### src/rtl/uart_rx.sv
// uart_rx: one-bit-per-clock UART deframer with a one-entry output holding
// register, framing-error pulse and sticky overrun flag.
//
// Ports:
//   CLK          rising-edge clock
//   ASYNCRESET   asynchronous, active-high reset
//   rx           serial line, idles high, sampled every CLK edge
//   ready        consumer accepts data when valid & ready
//   overrun_clr  clears the sticky overrun flag
//   data         received byte, held while valid
//   valid        holding register holds an unconsumed byte
//   frame_err    one-cycle pulse after a stop bit sampled low
//   overrun      sticky: a completed byte was dropped (holding register full)
module uart_rx #(
  parameter int unsigned DATA_WIDTH = 8,
  parameter bit          MSB_FIRST  = 1'b1
) (
  input  logic                  CLK,
  input  logic                  ASYNCRESET,
  input  logic                  rx,
  input  logic                  ready,
  input  logic                  overrun_clr,
  output logic [DATA_WIDTH-1:0] data,
  output logic                  valid,
  output logic                  frame_err,
  output logic                  overrun
);

  localparam int unsigned CNT_W = (DATA_WIDTH > 1) ? $clog2(DATA_WIDTH) : 1;
  localparam logic [CNT_W-1:0] CNT_LAST = CNT_W'(DATA_WIDTH - 1);

  typedef enum logic [1:0] {
    IDLE,
    DATA,
    STOP,
    BREAK
  } state_t;

  state_t                state_q, state_d;
  logic [CNT_W-1:0]      cnt_q, cnt_d;
  logic [DATA_WIDTH-1:0] sr_q, sr_d;
  logic [DATA_WIDTH-1:0] data_q, data_d;
  logic                  valid_q, valid_d;
  logic                  frame_err_q, frame_err_d;
  logic                  overrun_q, overrun_d;

  logic                  byte_done;
  logic                  overrun_set;

  // Deframing FSM
  always_comb begin
    state_d     = state_q;
    cnt_d       = cnt_q;
    sr_d        = sr_q;
    frame_err_d = 1'b0;
    byte_done   = 1'b0;

    unique case (state_q)
      IDLE: begin
        if (!rx) begin
          state_d = DATA;
          cnt_d   = '0;
        end
      end
      DATA: begin
        if (MSB_FIRST) begin
          sr_d = {sr_q[DATA_WIDTH-2:0], rx};
        end else begin
          sr_d = {rx, sr_q[DATA_WIDTH-1:1]};
        end
        cnt_d = cnt_q + CNT_W'(1);
        if (cnt_q == CNT_LAST) begin
          state_d = STOP;
        end
      end
      STOP: begin
        if (rx) begin
          byte_done = 1'b1;
          state_d   = IDLE;
        end else begin
          frame_err_d = 1'b1;
          state_d     = BREAK;
        end
      end
      BREAK: begin
        // A low line after a framing error is a break, not a start bit.
        if (rx) begin
          state_d = IDLE;
        end
      end
      default: state_d = IDLE;
    endcase
  end

  // Holding register and overrun flag
  always_comb begin
    data_d      = data_q;
    valid_d     = valid_q;
    overrun_set = 1'b0;

    if (byte_done) begin
      if (!valid_q || ready) begin
        // Old byte (if any) is consumed on the same edge the new one lands.
        data_d  = sr_q;
        valid_d = 1'b1;
      end else begin
        overrun_set = 1'b1;
      end
    end else if (valid_q && ready) begin
      valid_d = 1'b0;
    end

    // Set has priority over clear.
    overrun_d = overrun_q;
    if (overrun_clr) begin
      overrun_d = 1'b0;
    end
    if (overrun_set) begin
      overrun_d = 1'b1;
    end
  end

  always_ff @(posedge CLK or posedge ASYNCRESET) begin
    if (ASYNCRESET) begin
      state_q     <= IDLE;
      cnt_q       <= '0;
      sr_q        <= '0;
      data_q      <= '0;
      valid_q     <= 1'b0;
      frame_err_q <= 1'b0;
      overrun_q   <= 1'b0;
    end else begin
      state_q     <= state_d;
      cnt_q       <= cnt_d;
      sr_q        <= sr_d;
      data_q      <= data_d;
      valid_q     <= valid_d;
      frame_err_q <= frame_err_d;
      overrun_q   <= overrun_d;
    end
  end

  assign data      = data_q;
  assign valid     = valid_q;
  assign frame_err = frame_err_q;
  assign overrun   = overrun_q;

endmodule

### config.mk
export PLATFORM = sky130hd
export DESIGN_NAME = uart_rx
export DESIGN_NICKNAME = d
export VERILOG_FILES = /design/src/rtl/uart_rx.sv
export SDC_FILE = /design/constraint.sdc
export NUM_CORES = 1
export LEC_CHECK = 0
export BUFFER_PORTS_ARGS = -buffer_cell sky130_fd_sc_hd__buf_4
export CAP_MARGIN = 20
export CELL_PAD_IN_SITES_DETAIL_PLACEMENT = 0
export CELL_PAD_IN_SITES_GLOBAL_PLACEMENT = 2
export CORE_UTILIZATION = 38
export CTS_CLUSTER_SIZE = 40
export DETAILED_ROUTE_END_ITERATION = 7
export PLACE_DENSITY_LB_ADDON = 0.1
export SLEW_MARGIN = 20
export SYNTH_ARGS = -nofsm -noshare
export SYNTH_HDL_FRONTEND = slang
export SYNTH_SLANG_ARGS = --single-unit
### constraint.sdc
create_clock -name CLK -period 1.7 [get_ports CLK]
set_input_delay 0.34 -clock CLK [delete_from_list [all_inputs] [get_ports CLK]]
set_output_delay 0.34 -clock CLK [all_outputs]
set_load 0.03 [all_outputs]
### After elaboration in Yosys (flattened, before gate mapping)

Cells that the tools add are included.

| operators by class | value |
|---|---|
| reductions and logical operators | 11 |
| eq/ne operators | 8 |
| $add $sub $neg | 1 |
| multiplexer cells | 18 |

Operator list:

| operator | number |
|---|---|
| 1-bit 2-to-1 mux | 11 |
| 2-bit 2-to-1 mux | 4 |
| 2-bit one-hot mux with 4 select lines | 1 |
| 2-bit inequality test (second input constant) | 3 |
| 3-bit one-hot mux with 2 select lines | 1 |
| 2-bit AND reduction | 3 |
| 2-bit nonzero test | 3 |
| 2-bit equality test (second input constant) | 2 |
| 3-bit by 1-bit adder with 3-bit output (second input constant) | 1 |
| 3-bit equality test (second input constant) | 1 |
| 3-bit 2-to-1 mux | 1 |
| 3-bit AND reduction | 1 |
| 2-bit by 1-bit equality test with 1-bit output (second input constant) | 1 |
| 2-bit logical NOT | 1 |
| 2-bit by 1-bit inequality test with 1-bit output (second input constant) | 1 |
| 1-bit logical AND | 1 |
| 1-bit logical NOT | 1 |
| 1-bit logical OR | 1 |

| word-level totals | value |
|---|---|
| flip-flop bits (word level) | 24 |
| bits of input ports | 5 |
| word-level logic and storage cells | 45 |

### Depth between registers and ports, before layout

Gate-level depths: netlist (run 1).

| logic depth | value |
|---|---|
| word-level depth | 5 |
| depth in mapped cells | 5 |
| mapped depth without buffers | 5 |

### Least setup slack after synthesis (run 1)

OpenSTA, ideal clock, no wires.

| timing | value |
|---|---|
| kind | flip-flop to flip-flop |
| from | reg valid_q (netlist: valid) |
| to | reg data_q[0] (netlist: data[0]) |
| required time | 1.575 ns |
| slack | 0.372 ns |
| arrival | 1.202 ns |
| period minus slack after synthesis | 1.328 ns |
| library setup time | 0.125 ns |
| stages on the path, launching flop included | 5 |
| buffers on the path | 1 |
| cell sequence | dfrtp_1 nand2b_1 nor2b_2 buf_6 mux2_4 |

| between the ends | value |
|---|---|
| longest elaborated chain between the ends | 3 |

Ends and longest elaborated chain:

| what | line | source |
|---|---|---|
| from (decl) | 43 | `logic valid_q, valid_d;` |
| from (signal assigned) | 137 | `valid_q <= valid_d;` |
| 1-bit logical NOT | 102 | `if (!valid_q \|\| ready) begin` |
| 1-bit logical OR | 102 |  |
| 2-bit AND reduction (no source line) | n/a |  |
| to (signal assigned) | 136 | `data_q <= data_d;` |
| to (decl) | 42 | `logic [DATA_WIDTH-1:0] data_q, data_d;` |

No other way between the ends.
A chain may end at the register's enable or synchronous reset.

### Worst setup path after layout (run 1)

| timing | value |
|---|---|
| from | reg state_q[0] |
| to | reg data_q[2] (netlist: data[2]) |

| between the ends | value |
|---|---|
| longest elaborated chain between the ends | 3 |

Ends and longest elaborated chain:

| what | line | source |
|---|---|---|
| from (decl) | 39 | `state_t state_q, state_d;` |
| from (signal assigned) | 133 | `state_q <= state_d;` |
| 2-bit equality test | 58 | `unique case (state_q)` |
| 1-bit 2-to-1 mux | 58 |  |
| 2-bit AND reduction (no source line) | n/a |  |

No other way between the ends.

==> metrics.yaml, run 1 <==
floorplanning:
  dieArea_um2: 2790
  die_h_um: 52.8
  floorplan.rows: 18
  ios: 16
  fp.dieW_um: 52.8
  start_util_pct: 39.9
  core_area_um2: 2450
logic_synthesis:
  ys_types: 18
  ys_seq_area_share_pct: 61.3
  synth.largest_area_cell: "dfrtp_1"
  yosysTopAreaCellShare_pct: 61.3
  synth_area_per_cell_um2: 15.6
  netlist_instances: 63
  syn_area_um2: 980
  syn-num-nets: 70
  ys_ff_latch: 24
  yosysWarnings: 0
  yosys-top-cells-area: "dfrtp_1 (61%), mux2_4 (12%), mux2_2 (10%), ha_1 (2.6%), a22o_1 (1.8%)"
grt:
  grt_pass1_wl_um: 2330
  antenna_found_initial: 0
  grt_overflow: 0
  grt_start_max_net_pins: 25
  grt.total_usage_pct: 12.2
  grt_pass1_vias: 507
worst_setup_path:
  arrival_ns: 1.64
  slowest_delay_ns: 0.44
  cp-endpoint: "data[2]"
  rr_endpoint: "data[2]"
  worstRegToRegCells: 4
  crit_start: "state_q[0]"
  cp-end-kind: "flop"
  crit_chain: "nand3b_2 > nor2b_2 > buf_4 > mux2_4"
  slowest_stage: "dfrtp_1"
  path_class: "flop to flop"
  r2r_start: "state_q[0]"
  critPathLaunchType: "flop"
  r2r_slack_ns: 0.27
  crit_required_ns: 1.91
  cp_max_fo: 8
clock_tree:
  cts_tree: "done"
  hold_buffers: 0
  post_cts_resize_count: 0
  clk_pin_slew_ns: 0.13
  clock_sinks: 24
  numCtsBuffers: 3
  clock_path_buffers: 2
  post_cts_buffers: 0
  insertion_delay_ns: 0.31
  htreeDepth: 1
  cts-root-buf: "clkbuf_4"
cells_and_area:
  nets: 90
  drive_gt1_share_pct: 50.0
  fillers: 224
  antenna_cells: 0
  fin_cells: 112
  syn_to_final_growth_pct: 18.6
outcome:
  status: "finished clean"
route:
  post-route-drc-count: 0
  vias: 528
  drt-initial-drc-count: 4
  ant_nets: 0
  drt-wirelength-per-cell_um: 12.8
  drtPass1Iterations: 4
  vias_per_cell: 4.71
  drt_wl_total_um: 1430
pwr:
  total_power_w: 0.00214
  pwr_density_cell_nw_per_um2: 1840
  leakagePower_nw: 0.578
  vdd_drop_max_uv: 1010
sta:
  fin_tns_setup_ns: 0
  maxSlewHeadroom_pct: 73.1
  worst_pin_slew_ns: 0.403
  fmax_mhz: 700
  hold_viol_final: 0
  setup_viol: 0
  min_period_ns: 1.43
  period_share_pct: 84.0
  slew_viol_final: 0
  rsz0062_at_grt: "no"
  timing.hold.ws_ns: 0.0576
  fin_skew_ns: 0.00553
min_path:
  min_path_type: "input port to asynchronous set/reset pin"
place:
  gp_congestion: 0.626
  dp_cells: 108
  io_buffers: 15
  dpl.hpwl_um: 966
flow_run:
  max-cap-violations: 0
[worst min path at each step]
| stage | startpoint | end | slack (ns) | depth (start not counted) |
|---|---|---|---|---|
| 2_1_floorplan | ASYNCRESET | cnt_q[0] | 0.35 | 1 |
| 3_3_place_gp | ASYNCRESET | data[6] | 0.41 | 3 |
| 3_5_place_dp | ASYNCRESET | data[7] | 0.42 | 3 |
| 4_1_cts | ASYNCRESET | data[7] | 0.06 | 3 |
| 5_1_grt | ASYNCRESET | data[7] | 0.07 | 3 |
| 6_report | ASYNCRESET | data[7] | 0.06 | 3 |
[critical path, delay by kind of cell, from the launching register on]
kind                   cells  cell delay, ns
multiplexers               1            0.32
buffers and inverters      1            0.20
flip-flops                 1            0.44
AND/OR/NAND/NOR            2            0.37
[layout make-up]
type / instances / area, µm² / area share (%)
Clock buffer: 4 / 36.3 / 3.12
Inverter: 3 / 11.3 / 0.969
Multi-Input combinational cell: 34 / 349 / 30.0
Sequential cell: 24 / 601 / 51.7
Tap cell: 30 / 37.5 / 3.23
Timing Repair Buffer: 17 / 128 / 11.0
[stage by stage]
stage          worst slack (ns)  instance area [µm²]  utilization [%]
2_1_floorplan             0.372                  980                -
3_3_place_gp              0.280                 1130             45.9
3_5_place_dp              0.271                 1130             45.9
4_1_cts                   0.256                 1160             47.3
5_1_grt                   0.213                 1160             47.3
6_report                  0.272                 1160             47.3
[where the power goes]
group	internal (W)	switching, W
clock network	0.000131	0.000164
registers	0.000809	0.000160
logic	0.000492	0.000387
total	0.00143	0.000711
[synthesized netlist by cell type]
cell / instances
mux2i_1: 1
nand2_1: 2
nor2b_2: 1
nand3b_2: 1
o22ai_1: 1
nand2b_1: 2
mux2_2: 9
ha_1: 2
buf_6: 1
a21oi_1: 1
nor3b_1: 1
nor2_1: 2
buf_4: 1
dfrtp_1: 24
a21o_2: 1
a22o_1: 2
inv_1: 3
mux2_4: 8
[layer usage]
| metal | track usage, % | vias up | part of all wire [%] |
|---|---|---|---|
| li1 | - | 258 | - |
| met5 | 0 | - | 0 |
| met2 | 16.0 | 15 | 42 |
| met4 | 7.89 | 0 | 0.84 |
| met3 | 3.48 | 2 | 5.1 |
| met1 | 17.1 | 253 | 52 |
[cells by family after synthesis]
logic type / Yosys count / share of synthesized area (%)
simple gates: 9 / 5.62
mux: 18 / 23.6
compound gates: 5 / 3.83
flops: 24 / 61.3
buf+inv: 5 / 3.07
fa+ha+maj: 2 / 2.55
[layout by cell type (no fill, tap or decap)]
cell      synthesis  final
a21o_2            1      1
a21oi_1           1      1
a22o_1            2      2
buf_4             1     17
clkbuf_4          0      3
clkbuf_8          0      1
dfrtp_1          24     24
ha_1              2      2
inv_1             3      3
mux2_2            9      9
mux2_4            8      8
mux2i_1           1      1
nand2_1           2      2
nand2b_1          2      2
nand3b_2          1      1
nor2_1            2      2
nor2b_2           1      1
nor3b_1           1      1
o22ai_1           1      1
[flip-flops by register name, summed over array words and instances (netlist names)]
register,flops
cnt_q,3
data,8
frame_err,1
overrun,1
sr_q,8
state_q,2
valid,1
No activity file was read; power rests on OpenSTA's default activity.
==> run 2: changes to the inputs <==
--- a/config.mk
+++ b/config.mk
@@ -9,7 +9,7 @@
 export CAP_MARGIN = 20
 export CELL_PAD_IN_SITES_DETAIL_PLACEMENT = 0
 export CELL_PAD_IN_SITES_GLOBAL_PLACEMENT = 2
-export CORE_UTILIZATION = 38
+export CORE_UTILIZATION = 34
 export CTS_CLUSTER_SIZE = 40
 export DETAILED_ROUTE_END_ITERATION = 7
 export PLACE_DENSITY_LB_ADDON = 0.1
==> constraint.sdc (replaced) <==
create_clock -name CLK -period 1.2 [get_ports CLK]
set_input_delay 0.24 -clock CLK [delete_from_list [all_inputs] [get_ports CLK]]
set_output_delay 0.24 -clock CLK [all_outputs]
set_load 0.03 [all_outputs]
==> run 2 against run 1 <==
The run now ends with negative setup slack left. Clock skew is 0.0016 ns lower. Power is 58% higher. Clock-buffer cell count is 1 lower. Largest power group is now combinational logic. Highest routed layer unchanged.
==> metrics.yaml, run 2 (synthesis results as in run 1) <==
sta:
  fin_tns_setup_ns: -0.188  # was 0 ns
  rsz0062_at_grt: "yes"  # was no
  setup_viol: 8  # was 0
  hold_viol_final: 0  # unchanged
  maxSlewHeadroom_pct: 79.7  # was 73.1%
  fmax_mhz: 815  # was 700 MHz
  fin_skew_ns: 0.00391  # was 0.00553 ns
  period_share_pct: 102  # was 84.0%
  min_period_ns: 1.23  # was 1.43 ns
  slew_viol_final: 0  # unchanged
  worst_pin_slew_ns: 0.304  # was 0.403 ns
  setup_ws_ns: -0.0271  # was 0.272 ns
worst_setup_path:
  slowest_stage: "dfrtp_1"  # unchanged
  critPathLaunchType: "flop"  # unchanged
  crit_required_ns: 1.40  # was 1.91 ns
  cp-end-kind: "flop"  # unchanged
  cp_num_buf_inv: 1  # unchanged
  crit_chain: "nand3b_4 > nor2b_4 > buf_12 > mux2_4"  # was nand3b_2 > nor2b_2 > buf_4 > mux2_4
  path_delay_family: "flip-flops"  # unchanged
  slowest_delay_ns: 0.40  # was 0.44 ns
  cp_max_fo: 8  # unchanged
  path_class: "flop to flop"  # unchanged
  arrival_ns: 1.43  # was 1.64 ns
pwr:
  net-switching-power_w: 0.00104  # was 0.000711 W
  leakagePower_nw: 0.651  # was 0.578 nW
  power_frac_seq_pct: 39.9  # was 45.2%
  vdd_drop_max_uv: 1420  # was 1010 µV
  total_power_w: 0.00339  # was 0.00214 W
  comb_power_share_pct: 43.5  # was 41.0%
  pwr_density_cell_nw_per_um2: 2630  # was 1840 nW/µm²
  sw_frac_of_total_pct: 30.7  # was 33.2%
  p_int_w: 0.00235  # was 0.00143 W
  clkPwrFrac_pct: 16.6  # was 13.8%
clock_tree:
  htreeDepth: 1  # unchanged
  cts-root-buf: "clkbuf_4"  # unchanged
  clk_pin_slew_ns: 0.13  # about the same
  clock_sinks: 24  # unchanged
  clock_path_buffers: 2  # unchanged
  cts_tree: "done"  # unchanged
  numCtsBuffers: 3  # unchanged
  insertion_delay_ns: 0.30  # was 0.31 ns
cells_and_area:
  multi_input_area_um2: 365  # was 349 µm²
  nets: 100  # was 90
  regArea_um2: 602  # was 601 µm²
  fillers: 253  # was 224
  antenna_cells: 0  # unchanged
  final_common_cell: "buf_4"  # was dfrtp_1
  final_cell_area_um2: 1290  # was 1160 µm²
  syn_to_final_growth_pct: 31.8  # was 18.6%
  final_cell_mix: "buf_4 (24), dfrtp_1 (23), mux2_2 (9), mux2_4 (8)"  # was dfrtp_1 (24), buf_4 (17), mux2_2 (9), mux2_4 (8)
  drive_gt1_share_pct: 56.5  # was 50.0%
floorplanning:
  die_h_um: 55.7  # was 52.8 µm
  fp.dieW_um: 55.7  # was 52.8 µm
  core_area_um2: 2730  # was 2450 µm²
  dieArea_um2: 3100  # was 2790 µm²
  floorplan.rows: 19  # was 18
  ios: 16  # unchanged
  start_util_pct: 35.8  # was 39.9%
route:
  ant_nets: 0  # unchanged
  drt-wirelength-per-cell_um: 11.9  # was 12.8 µm
  post-route-drc-count: 0  # unchanged
  drtPass1Iterations: 2  # was 4
  drt-initial-drc-count: 15  # was 4
  vias: 560  # was 528
  vias_per_cell: 4.55  # was 4.71
  drt_wl_total_um: 1460  # was 1430 µm
grt:
  grt_pass1_wl_um: 2620  # was 2330 µm
  grt_pass1_vias: 582  # was 507
  antenna_found_initial: 0  # unchanged
  grt_overflow: 0  # unchanged
  grt_start_max_net_pins: 25  # unchanged
  grt.total_usage_pct: 11.1  # was 12.2%
place:
  io_buffers: 15  # unchanged
  dpl.hpwl_um: 1020  # was 966 µm
  dpl_cell_area_um2: 1200  # was 1130 µm²
  gp_congestion: 0.667  # was 0.626
outcome:
  status: "finished with violations"  # was finished clean
  violations: "negative setup slack"
flow_run:
  max-cap-violations: 0  # unchanged
min_path:
  min_path_type: "input port to flop"  # was input port to asynchronous set/reset pin
run 2: timing repair:
| item | 4_1_cts | 5_1_grt |
|---|---|---|
| setup endpoints to repair | 13 | 18 |
| hold buffers | 1 | 0 |
| gates resized for setup | 1 | 1 |
| hold endpoints to repair | 24 | 0 |
| buffers inserted | 1 | 2 |
run 2: power by group through the flow:
stage / combinational [W] / clock, W / sequential [W]
after floorplan: 0.000821 / 0 / 0.00155
after global placement: 0.00142 / 0 / 0.00137
after detailed placement: 0.00143 / 0 / 0.00138
after CTS: 0.00146 / 0.000603 / 0.00136
after global routing: 0.00159 / 0.000629 / 0.00140
final: 0.00148 / 0.000564 / 0.00135
run 2: worst reg2reg max path, cell delays in order, from the launching register on:
cell and delay [ns]:
dfrtp_1 0.40, nand3b_4 0.17, nor2b_4 0.13, buf_12 0.14
mux2_4 0.30
run 2: layout make-up:
cell class	instances	share of cell area, %
Timing Repair Buffer	27	17.2
Tap cell	31	3.00
Inverter	3	0.872
Multi-Input combinational cell	34	28.3
Clock buffer	3	1.74
Sequential cell	24	46.6
Clock inverter	1	2.33
run 2: per-layer routing:
layer,wire length (µm),part of all wire [%],GRT usage [%]
met1,710,49,15.4
met2,675,46,15.8
met3,54,3.7,2.33
met4,17,1.2,6.43
met5,0,0,0
run 2: per-stage QoR:
stage	std cells	utilization [%]	hold slack, ns	setup WS, ns
5_1_grt	123	47.2	0.0803	-0.0722
3_3_place_gp	115	43.9	0.310	-0.0137
3_5_place_dp	115	43.9	0.315	-0.0231
2_1_floorplan	63	-	0.255	-0.0822
6_report	123	47.2	0.104	-0.0271
4_1_cts	121	46.6	0.0820	-0.0336
run 2: worst paths after layout:
path                              from      end  slack [ns]  cells past startpoint
setup reg to reg            state_q[0]  data[4]       -0.03                      4
hold reg to reg                sr_q[7]  data[7]        0.52                      1
setup / recovery            state_q[0]  data[4]       -0.03                      4
max in group asynchronous   ASYNCRESET    valid        0.43                      4
hold / removal             overrun_clr  overrun        0.10                      2
min in group asynchronous   ASYNCRESET  data[6]        0.51                      4
==> run 3: changes to the inputs <==
==> constraint.sdc (replaced) <==
create_clock -name CLK -period 1.2 [get_ports CLK]
set_input_delay 0.06 -clock CLK [delete_from_list [all_inputs] [get_ports CLK]]
set_output_delay 0.06 -clock CLK [all_outputs]
set_load 0.03 [all_outputs]
==> run 3 against run 2 <==
The run still ends with negative setup slack left. Critical endpoint is now data[1]. Highest routed layer unchanged. Clock-buffer cell count did not move. Non-clock buffer count rose by 2. Utilization rose by 0.92 points. Final cell count rose by 1.6%. Worst hold slack improved by 0.0087 ns. Clock skew fell by 0.0014 ns.
==> metrics.yaml, run 3 (synthesis results as in run 1) <==
outcome:
  status: "finished with violations"  # unchanged
  violations: "negative setup slack"  # unchanged
sta:
  worst_pin_slew_ns: 0.302  # was 0.304 ns
  fin_tns_setup_ns: -0.285  # was -0.188 ns
  maxSlewHeadroom_pct: 79.9  # was 79.7%
  rsz0062_at_grt: "yes"  # unchanged
  min_period_ns: 1.24  # was 1.23 ns
  setup_viol: 8  # unchanged
  period_share_pct: 103  # was 102%
  setup_ws_ns: -0.0401  # was -0.0271 ns
  hold_viol_final: 0  # unchanged
  fmax_mhz: 806  # was 815 MHz
  fin_skew_ns: 0.00248  # was 0.00391 ns
  slew_viol_final: 0  # unchanged
pwr:
  vdd_drop_max_uv: 1390  # was 1420 µV
  net-switching-power_w: 0.00105  # was 0.00104 W
  power_frac_seq_pct: 39.5  # was 39.9%
  p_int_w: 0.00238  # was 0.00235 W
  leakagePower_nw: 0.663  # was 0.651 nW
  clkPwrFrac_pct: 16.6  # about the same
  pwr_density_cell_nw_per_um2: 2600  # was 2630 nW/µm²
  comb_power_share_pct: 44.0  # was 43.5%
  sw_frac_of_total_pct: 30.7  # about the same
cells_and_area:
  final_cell_mix: "buf_4 (24), dfrtp_1 (23), mux2_2 (9), mux2_4 (8)"  # unchanged
  final_common_cell: "buf_4"  # unchanged
  syn_to_final_growth_pct: 34.4  # was 31.8%
  fin_util_pct: 48.1  # was 47.2%
  antenna_cells: 0  # unchanged
  nets: 102  # was 100
  drive_gt1_share_pct: 55.3  # was 56.5%
grt:
  use_met3_pct: 2.09  # was 2.33%
  busiest_layer: "met2"  # unchanged
  use_met2_pct: 16.2  # was 15.8%
  met1_usage_pct: 13.6  # was 15.4%
  grt_pass1_vias: 568  # was 582
  grt_overflow: 0  # unchanged
  grt.total_usage_pct: 10.7  # was 11.1%
  grt_start_max_net_pins: 25  # unchanged
  grt_pass1_wl_um: 2500  # was 2620 µm
  antenna_found_initial: 0  # unchanged
route:
  drt-initial-drc-count: 5  # was 15
  ant_nets: 0  # unchanged
  vias_per_cell: 4.58  # was 4.55
  post-route-drc-count: 0  # unchanged
  vias: 573  # was 560
  drt-wirelength-per-cell_um: 11.5  # was 11.9 µm
  drtPass1Iterations: 2  # unchanged
  drt_wl_total_um: 1440  # was 1460 µm
worst_setup_path:
  cp_max_fo: 8  # unchanged
  path_class: "flop to flop"  # unchanged
  cp-end-kind: "flop"  # unchanged
  critPathLaunchType: "flop"  # unchanged
  crit_required_ns: 1.41  # was 1.40 ns
  arrival_ns: 1.45  # was 1.43 ns
floorplanning:
  dieArea_um2: 3100  # unchanged
  floorplan.rows: 19  # unchanged
  fp.dieW_um: 55.7  # unchanged
  ios: 16  # unchanged
  die_h_um: 55.7  # unchanged
  core_area_um2: 2730  # unchanged
  start_util_pct: 35.8  # unchanged
clock_tree:
  insertion_delay_ns: 0.31  # was 0.30 ns
  clock_path_buffers: 2  # unchanged
  numCtsBuffers: 3  # unchanged
  cts-root-buf: "clkbuf_4"  # unchanged
  clock_sinks: 24  # unchanged
  htreeDepth: 1  # unchanged
  clk_pin_slew_ns: 0.13  # about the same
  cts_tree: "done"  # unchanged
place:
  gp_congestion: 0.652  # was 0.667
  io_buffers: 15  # unchanged
  dpl.hpwl_um: 996  # was 1020 µm
flow_run:
  max-cap-violations: 0  # unchanged
min_path:
  min_path_type: "input port to flop"  # unchanged
## run 3: final timing paths
| check | slack [ns] | to | from | depth (start not counted) |
|---|---|---|---|---|
| worst max-delay path | -0.04 | data[1] | state_q[0] | 4 |
| worst min-delay path | 0.11 | valid | ready | 4 |
| worst max register to register | -0.04 | data[1] | state_q[0] | 4 |
| worst min register to register | 0.52 | data[7] | sr_q[7] | 1 |
| max in group asynchronous | 0.62 | valid | ASYNCRESET | 4 |
| min in group asynchronous | 0.33 | sr_q[5] | ASYNCRESET | 4 |
## run 3: cell type report
cell class                 instances  area [µm²]
multi-input combinational         34         370
inverter                           3        11.3
clock inverter                     1        30.0
tap                               31        38.8
sequential                        24         602
fill                             257        1420
clock buffer                       3        22.5
timing repair buffer              29         241
## run 3: routing by layer
| metal | vias to the layer above | part of all wire [%] |
|---|---|---|
| met3 | 2 | 3.6 |
| met2 | 9 | 48 |
| li1 | 279 | - |
| met5 | - | 0 |
| met4 | 0 | 1.2 |
| met1 | 283 | 47 |
## run 3: repair_timing
| item | 4_1_cts | 5_1_grt |
|---|---|---|
| gates resized for setup | 1 | 1 |
| buffers inserted | 1 | 2 |
| setup endpoints to repair | 13 | 18 |
| endpoints found under the hold margin | 28 | 0 |
| hold buffers | 3 | 0 |
## run 3: per-stage QoR
stage / std cells / hold WS, ns / cell area, µm² / worst slack (ns) / total power, W
5_1_grt: 125 / 0.127 / 1320 / -0.0819 / 0.00366
3_5_place_dp: 115 / 0.136 / 1200 / -0.0170 / 0.00281
6_report: 125 / 0.112 / 1320 / -0.0401 / 0.00343
3_3_place_gp: 115 / 0.130 / 1200 / -0.0148 / 0.00279
4_1_cts: 123 / 0.100 / 1290 / -0.0405 / 0.00343
2_1_floorplan: 63 / 0.0746 / 995 / -0.0822 / 0.00237
## run 3: worst max-delay path, cell delays in order, from the launching register on
cell and delay [ns]:
dfrtp_1 0.40, nand3b_4 0.17, nor2b_4 0.13, buf_12 0.14, mux2_4 0.30
## run 3: power groups by stage
stage	Combinational, W	Clock, W	Sequential, W
2_1_floorplan	0.000821	0	0.00155
3_3_place_gp	0.00142	0	0.00137
3_5_place_dp	0.00143	0	0.00138
4_1_cts	0.00147	0.000599	0.00136
5_1_grt	0.00162	0.000637	0.00140
6_report	0.00151	0.000569	0.00135
